--- src/rtl/mmio_io_bridge.sv ---
// Memory-mapped switch/LED peripheral: debounced switches with sticky rising-edge flags and irq,
// a CPU LED register, and a fixed or auto-scanning view of the debug channels.
module mmio_io_bridge #(
  parameter int              DATA_W       = 16,
  parameter int              ADDR_W       = 16,
  parameter logic [ADDR_W-1:0] IO_BASE    = 16'hFF00,
  parameter int              SW_W         = 4,
  parameter int              LED_W        = 8,
  parameter int              NCH          = 4,
  parameter int              DEBOUNCE_CYC = 16,
  parameter int              SCAN_CYC     = 1024
) (
  input  logic                   clk,
  input  logic                   reset,
  input  logic [ADDR_W-1:0]      addr,
  input  logic [DATA_W-1:0]      wdata,
  input  logic                   we,
  output logic [DATA_W-1:0]      rdata,
  output logic                   hit,
  input  logic [SW_W-1:0]        sw_raw,
  input  logic [NCH*LED_W-1:0]   dbg,
  output logic [LED_W-1:0]       led,
  output logic                   sw_irq
);

  localparam int DB_W  = $clog2(DEBOUNCE_CYC);
  localparam int SC_W  = $clog2(SCAN_CYC);
  localparam int IDX_W = (NCH > 1) ? $clog2(NCH) : 1;

  logic [ADDR_W-1:0] off;
  logic              wr_led, wr_edge, wr_ctrl;

  logic [LED_W-1:0]  led_data_reg;
  logic [SW_W-1:0]   sync1_reg, sync2_reg;
  logic [SW_W-1:0]   sw_state_reg;
  logic [SW_W-1:0]   sw_edge_reg, sw_edge_next;
  logic [SW_W-1:0]   accept;
  logic [SW_W-1:0]   edge_clr;
  logic              irq_en_reg;
  logic [1:0]        mode_reg;
  logic [3:0]        chan_reg;
  logic [SC_W-1:0]   scan_cnt_reg, scan_cnt_next;
  logic [IDX_W-1:0]  scan_idx_reg, scan_idx_next;
  logic [LED_W-1:0]  led_reg, led_next;
  logic              sw_irq_reg;
  logic [DATA_W-1:0] rdata_mux;
  logic [LED_W-1:0]  ch [NCH];
  logic              unused_wdata;

  // Unsigned offset compare covers both ends of the window in one test.
  assign off     = addr - IO_BASE;
  assign hit     = (off < ADDR_W'(4));
  assign wr_led  = we & hit & (off[1:0] == 2'd0);
  assign wr_edge = we & hit & (off[1:0] == 2'd2);
  assign wr_ctrl = we & hit & (off[1:0] == 2'd3);

  assign unused_wdata = ^wdata;

  generate
    for (genvar gi = 0; gi < NCH; gi++) begin : g_ch
      assign ch[gi] = dbg[gi*LED_W +: LED_W];
    end

    for (genvar gi = 0; gi < SW_W; gi++) begin : g_deb
      logic [DB_W-1:0] cnt_reg;
      logic            mism;

      assign mism       = sync2_reg[gi] ^ sw_state_reg[gi];
      assign accept[gi] = mism & (cnt_reg == DB_W'(DEBOUNCE_CYC - 1));

      // Counts only while the synced bit disagrees with the accepted state.
      always_ff @(posedge clk or posedge reset) begin
        if (reset) begin
          cnt_reg <= '0;
        end else if (!mism || accept[gi]) begin
          cnt_reg <= '0;
        end else begin
          cnt_reg <= cnt_reg + DB_W'(1);
        end
      end
    end
  endgenerate

  // A rising edge landing on the same cycle as a write-1-clear keeps the flag set.
  always_comb begin
    edge_clr     = wr_edge ? wdata[SW_W-1:0] : '0;
    sw_edge_next = (sw_edge_reg & ~edge_clr) | (accept & sync2_reg);
  end

  always_comb begin
    scan_cnt_next = '0;
    scan_idx_next = '0;
    if (mode_reg == 2'b10) begin
      if (scan_cnt_reg == SC_W'(SCAN_CYC - 1)) begin
        scan_idx_next = (scan_idx_reg == IDX_W'(NCH - 1)) ? '0 : scan_idx_reg + IDX_W'(1);
      end else begin
        scan_cnt_next = scan_cnt_reg + SC_W'(1);
        scan_idx_next = scan_idx_reg;
      end
    end
  end

  always_comb begin
    led_next = led_data_reg;
    case (mode_reg)
      2'b01: begin
        led_next = '0;
        for (int k = 0; k < NCH; k++) begin
          if (chan_reg == 4'(k)) led_next = ch[k];
        end
      end
      2'b10: begin
        led_next = '0;
        for (int k = 0; k < NCH; k++) begin
          if (scan_idx_reg == IDX_W'(k)) led_next = ch[k];
        end
      end
      default: led_next = led_data_reg;
    endcase
  end

  always_comb begin
    rdata_mux = '0;
    if (hit) begin
      case (off[1:0])
        2'd0: rdata_mux[LED_W-1:0] = led_data_reg;
        2'd1: rdata_mux[SW_W-1:0]  = sw_state_reg;
        2'd2: rdata_mux[SW_W-1:0]  = sw_edge_reg;
        default: begin
          rdata_mux[0]   = irq_en_reg;
          rdata_mux[2:1] = mode_reg;
          rdata_mux[7:4] = chan_reg;
        end
      endcase
    end
  end

  always_ff @(posedge clk or posedge reset) begin
    if (reset) begin
      led_data_reg <= '0;
      sync1_reg    <= '0;
      sync2_reg    <= '0;
      sw_state_reg <= '0;
      sw_edge_reg  <= '0;
      irq_en_reg   <= 1'b0;
      mode_reg     <= 2'b00;
      chan_reg     <= 4'd0;
      scan_cnt_reg <= '0;
      scan_idx_reg <= '0;
      led_reg      <= '0;
      sw_irq_reg   <= 1'b0;
    end else begin
      sync1_reg    <= sw_raw;
      sync2_reg    <= sync1_reg;
      sw_state_reg <= sw_state_reg ^ accept;
      sw_edge_reg  <= sw_edge_next;
      if (wr_led) begin
        led_data_reg <= wdata[LED_W-1:0];
      end
      if (wr_ctrl) begin
        irq_en_reg <= wdata[0];
        mode_reg   <= wdata[2:1];
        chan_reg   <= wdata[7:4];
      end
      scan_cnt_reg <= scan_cnt_next;
      scan_idx_reg <= scan_idx_next;
      led_reg      <= led_next;
      sw_irq_reg   <= irq_en_reg & (|sw_edge_reg);
    end
  end

  assign rdata  = rdata_mux;
  assign led    = led_reg;
  assign sw_irq = sw_irq_reg;

endmodule

--- config.mk ---
export PLATFORM = sky130hd
export DESIGN_NAME = mmio_io_bridge
export DESIGN_NICKNAME = d
export VERILOG_FILES = /design/src/rtl/mmio_io_bridge.sv
export SDC_FILE = /design/constraint.sdc
export NUM_CORES = 1
export LEC_CHECK = 0
export ABC_AREA = 1
export CELL_PAD_IN_SITES_DETAIL_PLACEMENT = 1
export CELL_PAD_IN_SITES_GLOBAL_PLACEMENT = 1
export CORE_UTILIZATION = 38
export CTS_CLUSTER_SIZE = 12
export DETAILED_ROUTE_END_ITERATION = 10
export GPL_TIMING_DRIVEN = 0
export PLACE_DENSITY_LB_ADDON = 0.05
export SYNTH_ARGS = -nofsm -noshare
export SYNTH_HDL_FRONTEND = slang
export SYNTH_SLANG_ARGS = --single-unit
--- constraint.sdc ---
create_clock -name clk -period 5 [get_ports clk]
set_input_delay 1.5 -clock clk [delete_from_list [all_inputs] [get_ports clk]]
set_output_delay 1.5 -clock clk [all_outputs]
set_load 0.1 [all_outputs]
==> reports/results.ini <==
[outcome]
status = completed

[timing]
setup-tns-final_ns = 0
finalHoldViolations = 0
worst_pin_slew_ns = 0.976
maxSlewViolCount = 0
setup_viol = 0
slew_headroom = 0.347
clock_skew_ns = 0.0102
finalCritPeriodShare = 0.970
rsz0062_at_grt = false
fin_crit_ns = 4.85
fmax_mhz = 206
fin_ws_ns = 0.152

[power_and_ir_drop]
irDropWorstVdd_mv = 0.156
leakage_nw = 2.53
pwr_density_cell_nw_per_um2 = 249
total_power_w = 0.00129

[clock_tree]
cts_sinks = 68
cts_hold_buf = 0
clk_pin_slew_ns = 0.08
cts_root_buf = clkbuf_8
htree_levels = 3
cts_buffers = 9
cts_tree = yes
cts_buffer_depth = 2
clock_latency_ns = 0.36

[synthesis]
synth_commonest_cells = 133 x nand2_1, 68 x dfrtp_1, 68 x nand3_1
avgSynthCellArea_um2 = 7.49
synthXorXnorAreaFrac = 0.0311
synth_area_leaders = dfrtp_1 43%, nand2_1 13%, nand3_1 8.6%, nor2_1 5.7%, inv_1 5.1%
synth_compound_area_frac = 0.0782
synth_mux_area_frac = 0
synth_edf_count = 0
synth_fa_ha_area_frac = 0.0350
synth_simple_gate_area_frac = 0.329
syn_inst = 526
ys_seq_elements = 68
ys_warn_count = 0
synth_most_common_cell = nand2_1
ys_async_sr_fraction = 1.00
synth_top_family_by_area = simple AND/OR/NAND/NOR gates
synth_ff_type = dfrtp_1
synth_area_leader_cell = dfrtp_1
syn_area_um2 = 3940
synth_top_area_frac = 0.432
ys_types = 32
ys_seq_area_frac = 0.432

[critical_path]
crit_path_frequent_cell = nand2_1
worstSetupEndpointType = output pin
cp-start-kind = primary input
path_buf_inv = 4
crit_fanout = 10
crit_path_top_delay_cell = clkdlybuf4s50_1
critPathTopFamily = buffers and inverters
crit_path_cell_trace = clkdlybuf4s50_1 -> nand2_1 -> inv_1 -> buf_2 -> nand2_1 -> a21oi_1 -> clkbuf_4
path_class = in2out
cpPeakStageDelay_ns = 0.58
cp_data_required_time_ns = 3.50
arrival_ns = 3.35

[min_path]
hold_class = reg2reg

[floorplan]
initial_core_util = 0.397
dieHeight_um = 104
num_io_pins = 97
die-area_um2 = 10800
die_x_um = 104
core_area_um2 = 9910
row_count = 36

[placement]
pre_cts_ws_ns = -0.626
hpwl_mm = 8.77
io_buffers = 80
place.gp.congestion = 0.819

[final_layout]
area_growth_pct = 31.6
final_nets = 706
multi_input_area_um2 = 1920
layout-drive-gt1-share = 0.103
regArea_um2 = 1700
num-fill-cells = 1256
largest_reg_flops = 16
diodes = 0

[routing]
drt_pass1_iterations = 4
drc_errors = 0
num_vias = 3804
first_iter_violations = 134
ant_nets = 0
drt-wirelength-per-cell_um = 15.1
vias_per_cell = 4.99
wl_mm = 11.5

[grt]
track_usage = 0.233
first_global_vias = 4056
grt_overflow = 0
grt_max_degree = 69
antenna_found_initial = 0
grt_pass1_wl_mm = 20.0

[job]
cap_violations = 0

## cell families after synthesis
family                   after synthesis
AO/OA/AOI/OAI                         58
adder cells (fa/ha/maj)               11
XOR/XNOR                              14
other                                  1
buffers and inverters                 80
flip-flops                            68
AND/OR/NAND/NOR                      294
## metrics by stage
step                      instances   util  hold slack [ns]  instance area, um2
after CTS                       762  0.525            0.357                5200
after global placement          746  0.500            0.334                4950
after detailed placement        746  0.500            0.339                4960
after floorplan                 533      -            0.331                3990
final                           762  0.523            0.356                5180
after global routing            762  0.523            0.359                5180
## cells in the final DEF, fill, tap and decap left out, types with 12 or more instances in the layout
master,netlist,final
inv_1,54,53
nor2_1,60,57
dfrtp_1,68,68
buf_2,9,12
nand4_1,14,14
nand3_1,68,68
nand2_1,133,133
a21oi_1,38,38
clkdlybuf4s50_1,0,71
o21ai_0,13,13
## final cells by class
cell class | instances | share of cell area
buffer | 24 | 0.0304
clock buffer | 9 | 0.0239
clock inverter | 7 | 0.0239
inverter | 56 | 0.0410
multi-input combinational | 385 | 0.370
sequential | 68 | 0.328
tap | 133 | 0.0321
timing repair buffer | 80 | 0.150
## timing repair
| item | CTS | global route |
|---|---|---|
| endpoints found under the setup margin | 9 | 6 |
| setup buffers | 0 | 0 |
| resized for setup | 29 | 10 |
| gates cloned | 0 | 0 |
## layer usage
metal / share of wire / global-route usage / wire, um
met1: 0.45 / 0.295 / 5210
met2: 0.49 / 0.402 / 5640
met3: 0.040 / 0.0503 / 458
met4: 0.016 / 0.0633 / 184
met5: 0 / 0 / 0
## final timing paths
check / start / to / slack (ns) / cells after the start
max: addr[1] / rdata[6] / 0.15 / 7
min: sync1_reg[1]$_DFF_PP0_ / sync2_reg[1]$_DFF_PP0_ / 0.36 / 0
max reg2reg: scan_idx_reg[0]$_DFFE_PP0P_ / led[6]$_DFF_PP0_ / 3.30 / 9
min reg2reg: sync1_reg[1]$_DFF_PP0_ / sync2_reg[1]$_DFF_PP0_ / 0.36 / 0
max in group asynchronous: reset / g_deb[3].cnt_reg[3]$_DFF_PP0_ / 2.78 / 2
min in group asynchronous: reset / scan_cnt_reg[1]$_DFF_PP0_ / 1.66 / 2
## where the power goes
group,total [W],internal (W),switching [W],leakage [nW]
registers,0.000569,0.000561,0.00000832,0.901
logic,0.000149,0.0000655,0.0000839,1.51
clock network,0.000571,0.000335,0.000237,0.120
total,0.00129,0.000961,0.000329,2.53
Note: power is estimated with default switching activity, not from simulation.
